==> src/rtl/rca_pkg.sv <==
// Shared definitions for the pipelined ripple-carry adder/subtractor.
//   slice_width() : bits handled by one pipeline stage
//   geometry_ok() : legality of a WIDTH/STAGES pair, checked at elaboration
//   stage_ctl_t   : control part of a stage record (valid, carry, overflow)
// The full stage record also holds WIDTH-dependent data vectors, so it is declared
// in the top module.
package rca_pkg;

    function automatic int unsigned slice_width(input int unsigned width,
                                                input int unsigned stages);
        return width / stages;
    endfunction

    function automatic bit geometry_ok(input int unsigned width, input int unsigned stages);
        return (stages >= 1) && (stages <= width) && ((width % stages) == 0);
    endfunction

    typedef struct packed {
        logic valid;
        logic carry;   // carry out of this stage's slice
        logic ovf;     // overflow flag; meaningful only in the last stage
    } stage_ctl_t;

endpackage

==> src/rtl/rca_slice.sv <==
// Combinational SLICE-bit ripple adder.
//   x, y    : slice operands
//   cin     : carry into bit 0
//   s       : slice sum
//   cout    : carry out of the slice MSB
//   cin_msb : carry into the slice MSB (overflow detection in the top slice)
module rca_slice #(
    parameter int unsigned SLICE = 4
) (
    input  logic [SLICE-1:0] x,
    input  logic [SLICE-1:0] y,
    input  logic             cin,
    output logic [SLICE-1:0] s,
    output logic             cout,
    output logic             cin_msb
);

    logic [SLICE:0] chain;

    always_comb begin
        chain    = '0;
        s        = '0;
        chain[0] = cin;
        for (int i = 0; i < int'(SLICE); i++) begin
            s[i]       = x[i] ^ y[i] ^ chain[i];
            chain[i+1] = (x[i] & y[i]) | (chain[i] & (x[i] ^ y[i]));
        end
    end

    assign cout    = chain[SLICE];
    assign cin_msb = chain[SLICE-1];

endmodule

==> src/rtl/pipelined_rca.sv <==
// Pipelined ripple-carry adder/subtractor with valid/ready handshakes.
//   clk, rst                  : clock, synchronous active-high reset
//   in_valid/in_ready         : input handshake for a, b, c (carry/borrow in), sub
//   out_valid/out_ready       : output handshake for sum, carry, ovf
// Stage k adds bits [k*SLICE +: SLICE] using the carry registered by stage k-1.
// Finished sum slices and not-yet-used operand bits travel along with each op.
// One result per clock, latency STAGES cycles when not stalled.
module pipelined_rca
    import rca_pkg::*;
#(
    parameter int unsigned WIDTH  = 16,
    parameter int unsigned STAGES = 4
) (
    input  logic             clk,
    input  logic             rst,
    input  logic             in_valid,
    output logic             in_ready,
    input  logic [WIDTH-1:0] a,
    input  logic [WIDTH-1:0] b,
    input  logic             c,
    input  logic             sub,
    output logic             out_valid,
    input  logic             out_ready,
    output logic [WIDTH-1:0] sum,
    output logic             carry,
    output logic             ovf
);

    localparam int unsigned SLICE = slice_width(WIDTH, STAGES);
    localparam int unsigned LAST  = STAGES - 1;

    if (!geometry_ok(WIDTH, STAGES)) begin : g_bad_geometry
        $error("pipelined_rca: STAGES must be 1..WIDTH and divide WIDTH");
    end

    typedef struct packed {
        stage_ctl_t       ctl;
        logic [WIDTH-1:0] partial_sum;
        logic [WIDTH-1:0] a_rem;
        logic [WIDTH-1:0] b_rem;   // already inverted in subtract mode
    } stage_t;

    stage_t            stage_q [STAGES];
    stage_t            stage_d [STAGES];
    logic [STAGES-1:0] load;
    logic [STAGES-1:0] adv;
    logic [STAGES:0]   room;   // room[k]: stage k can take a new op this cycle

    // Walk from the output backwards: a stage advances when the one ahead has room,
    // and a stage has room when it is empty or advancing (bubbles collapse).
    always_comb begin
        room         = '0;
        adv          = '0;
        room[STAGES] = out_ready;
        for (int k = int'(STAGES) - 1; k >= 0; k--) begin
            adv[k]  = stage_q[k].ctl.valid & room[k+1];
            room[k] = ~stage_q[k].ctl.valid | adv[k];
        end
    end

    assign in_ready = room[0];

    for (genvar k = 0; k < STAGES; k++) begin : g_stage
        logic [WIDTH-1:0] src_sum;
        logic [WIDTH-1:0] src_a;
        logic [WIDTH-1:0] src_b;
        logic             src_carry;
        logic [SLICE-1:0] s;
        logic             cout;
        logic             cin_msb;
        stage_t           nxt;

        if (k == 0) begin : g_first
            // Subtraction is a + ~b + ~c, so inversion happens at capture.
            assign src_sum   = '0;
            assign src_a     = a;
            assign src_b     = b ^ {WIDTH{sub}};
            assign src_carry = c ^ sub;
            assign load[k]   = in_valid & in_ready;
        end else begin : g_next
            assign src_sum   = stage_q[k-1].partial_sum;
            assign src_a     = stage_q[k-1].a_rem;
            assign src_b     = stage_q[k-1].b_rem;
            assign src_carry = stage_q[k-1].ctl.carry;
            assign load[k]   = adv[k-1];
        end

        rca_slice #(
            .SLICE(SLICE)
        ) u_slice (
            .x      (src_a[k*SLICE +: SLICE]),
            .y      (src_b[k*SLICE +: SLICE]),
            .cin    (src_carry),
            .s      (s),
            .cout   (cout),
            .cin_msb(cin_msb)
        );

        always_comb begin
            nxt                               = '0;
            nxt.ctl.valid                     = 1'b1;
            nxt.ctl.carry                     = cout;
            nxt.ctl.ovf                       = cin_msb ^ cout;
            nxt.partial_sum                   = src_sum;
            nxt.partial_sum[k*SLICE +: SLICE] = s;
            nxt.a_rem                         = src_a;
            nxt.b_rem                         = src_b;
        end

        assign stage_d[k] = nxt;
    end

    always_ff @(posedge clk) begin
        if (rst) begin
            for (int k = 0; k < int'(STAGES); k++) begin
                stage_q[k] <= '0;
            end
        end else begin
            for (int k = 0; k < int'(STAGES); k++) begin
                if (load[k]) begin
                    stage_q[k] <= stage_d[k];
                end else if (adv[k]) begin
                    stage_q[k].ctl.valid <= 1'b0;
                end
            end
        end
    end

    assign out_valid = stage_q[LAST].ctl.valid;
    assign sum       = stage_q[LAST].partial_sum;
    assign carry     = stage_q[LAST].ctl.carry;
    assign ovf       = stage_q[LAST].ctl.ovf;

    // Operand leftovers in the last stage and intermediate overflow flags are never used.
    logic unused_bits;
    always_comb begin
        unused_bits = ^{stage_q[LAST].a_rem, stage_q[LAST].b_rem};
        for (int k = 0; k < int'(STAGES); k++) begin
            unused_bits = unused_bits ^ stage_q[k].ctl.ovf;
        end
    end

endmodule

==> config.mk <==
export PLATFORM = sky130hd
export DESIGN_NAME = pipelined_rca
export DESIGN_NICKNAME = d
export VERILOG_FILES = /design/src/rtl/rca_pkg.sv /design/src/rtl/rca_slice.sv /design/src/rtl/pipelined_rca.sv
export SDC_FILE = /design/constraint.sdc
export NUM_CORES = 1
export LEC_CHECK = 0
export ABC_AREA = 1
export CAP_MARGIN = 20
export CORE_MARGIN = 5
export CORE_UTILIZATION = 55
export CTS_BUF_LIST = sky130_fd_sc_hd__clkbuf_16
export DETAILED_ROUTE_END_ITERATION = 8
export GPL_ROUTABILITY_DRIVEN = 0
export HOLD_SLACK_MARGIN = 0.06
export PLACE_DENSITY = 0.79
export SYNTH_ARGS = -nofsm -noshare
export SYNTH_HDL_FRONTEND = slang
export SYNTH_HIERARCHICAL = 1
export SYNTH_SLANG_ARGS = --single-unit
export TNS_END_PERCENT = 5
==> constraint.sdc <==
create_clock -name clk -period 3.33 [get_ports clk]
set_input_delay 0.333 -clock clk [delete_from_list [all_inputs] [get_ports clk]]
set_output_delay 0.333 -clock clk [all_outputs]
set_load 0.02 [all_outputs]
==> reports/results.tsv, run 1 <==
stage	metric	value	unit
detailed_routing	dr_total_vias	2273	
yosys	synthCells	392	
yosys	synthFlopType	edfxtp_1	
yosys	syn_nets	446	
final_layout	utilization	65.48	%
clock_network	postCtsHoldBufs	0	
floorplan	die-width	101.0	um
pwr	power_frac_comb	13.0	%
timing	min_period	2801	ps
floorplan	dieHeight	101.0	um
final_layout	top_regs	stage_q (97)	
final_layout	largest_reg_flops	97	
grt	overflow	0	
grt	grt_max_degree	31	
final_layout	drive_gt1_share	5.227	%
yosys	netlist_top_cells_area	edfxtp_1 (64%), inv_1 (9.7%), nor2_1 (7.8%), fa_1 (7.0%), buf_4 (3.3%)	
floorplan	ios	58	
grt	grt_pass1_wl	9929	um
run	drv_cap	0	
final_layout	top_register	stage_q	
pwr	p_seq_share	53.2	%
yosys	yosysMostFrequentCell	inv_1	
final_layout	ff_latch_area	2913	um^2
critical_path	required	3400	ps
timing	period_share	84.12	%
critical_path	endpoint_kind	register	
pwr	vdd_drop_max	257.0	uV
critical_path	rr_startpoint	stage_q[0][139]	
detailed_routing	wire_per_inst	10.02	um
clock_network	numCtsBuffers	9	
yosys	synth.avg_cell_area	11.61	um^2
grt	antenna_found_initial	0	
critical_path	timing.rr.end	stage_q[0][188]	
timing	fin_skew	3.812	ps
floorplan	start_util	55.93	%
timing	drv_slew	0	
final_layout	num-fill-cells	618	
place	dpl.hpwl	3880	um
hold_path	hold_path.class	register to register	
timing	hold_ws	542.1	ps
critical_path	path_max_fanout	4	
yosys	synthTopCellsByCount	inv_1 (118), edfxtp_1 (97), nor2_1 (94)	
timing	setup-tns-final	0	ps
yosys	synth-async-reset-ratio	0	%
clock_network	clkTransAtPathRegs	60	ps
critical_path	worstSetupPathType	primary input to register	
timing	maxSlewHeadroom	36.73	%
final_layout	multi_input_area	968.4	um^2
final_layout	nets	490	
critical_path	crit_arrival	2870	ps
detailed_routing	viasPerCell	4.171	
yosys	ys_warn_count	6	
detailed_routing	drc	0	
hold_path	whs_path_depth	2	
clock_network	ctsResizeCount	0	
detailed_routing	ant_nets	0	
floorplan	core	8134	um^2
timing	setup_ws	528.8	ps
detailed_routing	routed_wl	5463	um
timing	max_freq	357.0	MHz
hold_path	hold_start	stage_q[0][125]	
run_status	outcome	complete, no violations	
pwr	leakage	2.287	nW
pwr	swShare	22.47	%
pwr	p_clk_share	33.8	%
yosys	synth_edf_count	97	
timing	worst_pin_slew	946.8	ps
yosys	synth.largest_area_cell	edfxtp_1	
clock_network	htree_levels	3	
yosys	ys_seq_area_share	64.03	%
yosys	yosys.area.top_type_share	64.03	%
floorplan	die_area	10190	um^2
pwr	p_int	0.002200	W
grt	grt_use_total	12.76	%
detailed_routing	drtIter0Drc	62	
clock_network	postCtsSetupBuffers	0	
critical_path	r2r_setup_slack	1130	ps
place	pre_cts_slack	172.4	ps
timing	rsz0062_at_grt	false	
clock_network	clockBufferDepth	2	
final_layout	syn_to_final_growth	17.08	%
clock_network	cts.sinks	97	
critical_path	cp-start-kind	primary input	
hold_path	min_to	stage_q[0][176]	
yosys	ys_types	15	
clock_network	cts_tree	done	
timing	setup_viol	0	
place	portBuffers	57	
clock_network	ctsRootBufferMaster	clkbuf_16	
detailed_routing	firstDrtPassIters	4	
floorplan	rows	33	
critical_path	rr_worst_depth	8	
yosys	ys_ff_latch	97	
pwr	p_sw	0.0006375	W
yosys	netlist_area	4549	um^2
timing	hold_viol	0	
grt	grt_pass1_vias	2304	
clock_network	clk_latency	340	ps
pwr	p_per_area	532.7	nW/um^2
final_layout	num_antenna_cells	0	
## power by group through the flow
stage	Sequential [W]	Combinational, W	Clock, W
2_1_floorplan	0.00153	0.000269	0
3_5_place_dp	0.00154	0.000372	0
6_report	0.00151	0.000368	0.000960
3_3_place_gp	0.00153	0.000360	0
4_1_cts	0.00151	0.000375	0.000979
5_1_grt	0.00152	0.000425	0.00103
## layout make-up
| type | count | area share, % |
|---|---|---|
| inverters | 120 | 8.457 |
| well taps | 105 | 2.467 |
| multi-input cells | 149 | 18.18 |
| clock buffers | 9 | 4.228 |
| clock inverters | 6 | 0.9866 |
| repair buffers | 59 | 10.99 |
| flip-flops and latches | 97 | 54.69 |
## routing by layer
metal | vias up | part of all wire [%] | routed length, um | global-route usage, %
met1 | 967 | 42 | 2300 | 15.33
met3 | 12 | 6.3 | 346 | 2.837
met4 | 0 | 2.7 | 146 | 7.975
li1 | 1229 | - | - | -
met5 | - | 0 | 0 | 0
met2 | 65 | 49 | 2670 | 20.86
## worst max-delay path: stages
cell	delay (ps)
clkdlybuf4s50_1	620
xor2_1	240
fa_1	200
inv_1	50
fa_1	420
fa_1	410
inv_1	80
fa_1	410
inv_1	70
nor2_1	40
## layout by cell type (no fill, tap or decap)
master / synthesis / routed
nor2_4: 2 / 2
xor2_1: 5 / 5
nand2_1: 11 / 11
nand4_2: 1 / 1
clkbuf_16: 0 / 9
inv_2: 2 / 2
clkdlybuf4s50_1: 0 / 57
nor2_1: 94 / 94
clkinvlp_4: 0 / 1
bufinv_16: 0 / 1
xnor2_1: 13 / 13
buf_4: 20 / 2
clkinv_1: 0 / 2
inv_1: 118 / 120
nand3_2: 4 / 4
edfxtp_1: 97 / 97
nand3_1: 2 / 2
nand2_4: 1 / 1
fa_1: 16 / 16
## kinds of logic (layout without fill, tap and decap cells)
logic type,count (synthesis),in the layout,synth area share [%]
buffers and inverters,146,194,14.69
and+or+nand+nor,115,115,10.78
DFF,97,97,64.03
xor gates and xnor gates,18,18,3.465
adders and majority gates,16,16,7.041
## worst max-delay path by stage
stage                     start  depth (start not counted)              to  slack [ps]
after floorplan             sub                         11  stage_q[0][35]         610
after global placement      sub                         10  stage_q[0][35]         270
after detailed placement    sub                         10  stage_q[0][35]         170
after CTS                   sub                         10  stage_q[0][35]         520
after global routing        sub                         10  stage_q[0][35]         400
final                       sub                         10  stage_q[0][35]         530
## per-stage QoR
| stage | cell area, um^2 | cells | power [W] |
|---|---|---|---|
| global placement | 5049 | 530 | 0.001891 |
| floorplan | 4549 | 392 | 0.001803 |
| CTS | 5326 | 545 | 0.002865 |
| global route | 5326 | 545 | 0.002980 |
| finish | 5326 | 545 | 0.002837 |
| detailed placement | 5049 | 530 | 0.001908 |
Note: power is estimated with default switching activity, not from simulation.
==> run 2, diff against run 1 <==
==> constraint.sdc (replaced) <==
create_clock -name clk -period 2.64 [get_ports clk]
set_input_delay 0.264 -clock clk [delete_from_list [all_inputs] [get_ports clk]]
set_output_delay 0.264 -clock clk [all_outputs]
set_load 0.02 [all_outputs]
==> run 2 against run 1 <==
Net effect:
- final area increased by 0.21%
- worst setup slack got worse by 360 ps
- die area unchanged
- largest power group unchanged
==> reports/results.tsv, run 2 (same netlist as run 1, synthesis figures left out) <==
stage	metric	value	unit	change
critical_path	required	2710	ps	-690 ps
timing	min_period	2470	ps	
clock_network	clkTransAtPathRegs	60	ps	about the same
grt	overflow	0		unchanged
final_layout	nets	492		+0.41%
detailed_routing	top_layer_used	met4		
final_layout	syn_to_final_growth	17.33	%	
place	portBuffers	57		unchanged
detailed_routing	routed_wl	5629	um	+3.0%
grt	grt_pass1_vias	2308		+0.17%
pwr	leakage	2.291	nW	+0.16%
hold_path	hold_path.class	register to register		
timing	setup-tns-final	0	ps	unchanged
timing	period_share	93.57	%	
detailed_routing	met2WireLength	2745	um	+2.8%
clock_network	postCtsSetupBuffers	0		unchanged
floorplan	core	8134	um^2	unchanged
pwr	vdd_drop_max	422.8	uV	+64%
clock_network	clockBufferDepth	2		unchanged
detailed_routing	dr_total_vias	2295		+0.97%
pwr	power_frac_comb	13.4	%	+0.4 points
detailed_routing	viasPerCell	4.188		+0.42%
timing	worst_pin_slew	769.7	ps	-177.0 ps
final_layout	drive_gt1_share	6.546	%	+1.3 points
grt	grt_max_degree	31		unchanged
final_layout	final_common_cell	inv_1		
critical_path	endpoint_kind	register		
floorplan	ios	58		unchanged
pwr	swShare	23.27	%	+0.80 points
grt	grt_pass1_wl	9956	um	+0.27%
clock_network	cts_tree	done		
critical_path	path_max_fanout	1		-3
clock_network	numCtsBuffers	9		unchanged
final_layout	num_antenna_cells	0		unchanged
detailed_routing	met3_wirelength	363	um	+4.9%
detailed_routing	ant_nets	0		unchanged
grt	antenna_found_initial	0		unchanged
final_layout	top_regs	stage_q (97)		
detailed_routing	drc	0		unchanged
timing	max_freq	404.8	MHz	
pwr	p_per_area	656.8	nW/um^2	+23%
detailed_routing	wire_per_inst	10.27	um	+2.5%
detailed_routing	firstDrtPassIters	4		unchanged
clock_network	clk_latency	330	ps	about the same
timing	drv_slew	0		unchanged
critical_path	worstSetupPathType	primary input to register		
place	dpl.hpwl	3957	um	+2.0%
clock_network	htree_levels	3		unchanged
timing	fin_skew	6.704	ps	+2.893 ps
run	drv_cap	0		unchanged
floorplan	die-width	101.0	um	unchanged
timing	maxSlewHeadroom	48.56	%	+12 points
final_layout	largest_reg_flops	97		unchanged
critical_path	cp-start-kind	primary input		
detailed_routing	drtIter0Drc	59		-4.8%
timing	rsz0062_at_grt	false		
pwr	p_sw	0.0008159	W	+28%
grt	grt_use_total	12.76	%	about the same
clock_network	cts.sinks	97		unchanged
critical_path	crit_arrival	2540	ps	-330 ps
run_status	outcome	complete, no violations		
timing	setup_viol	0		unchanged
timing	setup_ws	169.9	ps	-359.0 ps
timing	hold_viol	0		unchanged
final_layout	top_register	stage_q		
place	pre_cts_slack	-429.6	ps	-602.1 ps
floorplan	die_area	10190	um^2	unchanged
pwr	p_clk_share	32.3	%	-1.5 points
pwr	p_seq_share	54.3	%	+1.1 points
clock_network	ctsRootBufferMaster	clkbuf_16		
floorplan	dieHeight	101.0	um	unchanged
detailed_routing	met1_length	2436	um	+5.9%
floorplan	rows	33		unchanged
final_layout	final_cell_mix	inv_1 (120), edfxtp_1 (97), nor2_1 (94), clkdlybuf4s50_1 (56), fa_1 (15)		
floorplan	start_util	55.93	%	unchanged
pwr	p_int	0.002690	W	+22%
## run 2: path summary, 6_finish.rpt
check,from,endpoint,slack (ps),cells after the start
worst max-delay path,c,stage_q[0][35],170,10
worst min-delay path,stage_q[0][31],stage_q[0][70],540,2
worst max register to register,stage_q[0][37],stage_q[0][78],400,8
worst min register to register,stage_q[0][31],stage_q[0][70],540,2
## run 2: timing repair
action | 4_1_cts | 5_1_grt
gates resized for setup | 1 | 1
setup endpoints to repair | 1 | 1
hold buffers | 0 | 0
## run 2: per-layer routing
metal | track usage (%) | vias up
met1 | 15.29 | 988
met2 | 21.37 | 67
met5 | 0 | -
met4 | 5.828 | 0
met3 | 3.668 | 6
li1 | - | 1234
## run 2: area by class of cell
cell class | count | area (um^2)
Clock inverter | 7 | 40.04
Clock buffer | 9 | 225.2
Inverter | 120 | 450.4
Multi-Input combinational cell | 149 | 978.4
Fill cell | 590 | 2796
Sequential cell | 97 | 2913
Tap cell | 105 | 131.4
Timing Repair Buffer | 61 | 599.3
## run 2: critical path, cell delays in order
cell and delay [ps]:
clkdlybuf4s50_1 470, xor2_1 200, fa_1 200, inv_1 50, fa_2 360, fa_1 390
inv_1 80, fa_1 410, inv_1 60, nor2_1 40
## run 2: metrics by stage
step	power [W]	cells	cell area (um^2)	util, %	hold WS (ps)
final	0.003506	548	5338	65.62	540.5
after CTS	0.003538	548	5335	65.59	542.0
after floorplan	0.002275	392	4557	-	472.0
after global placement	0.002389	532	5071	62.34	526.4
after detailed placement	0.002412	532	5071	62.34	528.2
after global routing	0.003685	548	5338	65.62	562.3
## run 2: power by group through the flow
stage               clock network (W)  registers [W]  logic (W)
finish                        0.00113        0.00190   0.000471
global route                  0.00123        0.00192   0.000537
CTS                           0.00115        0.00191   0.000479
detailed placement                  0        0.00194   0.000474
global placement                    0        0.00193   0.000458
floorplan                           0        0.00193   0.000340
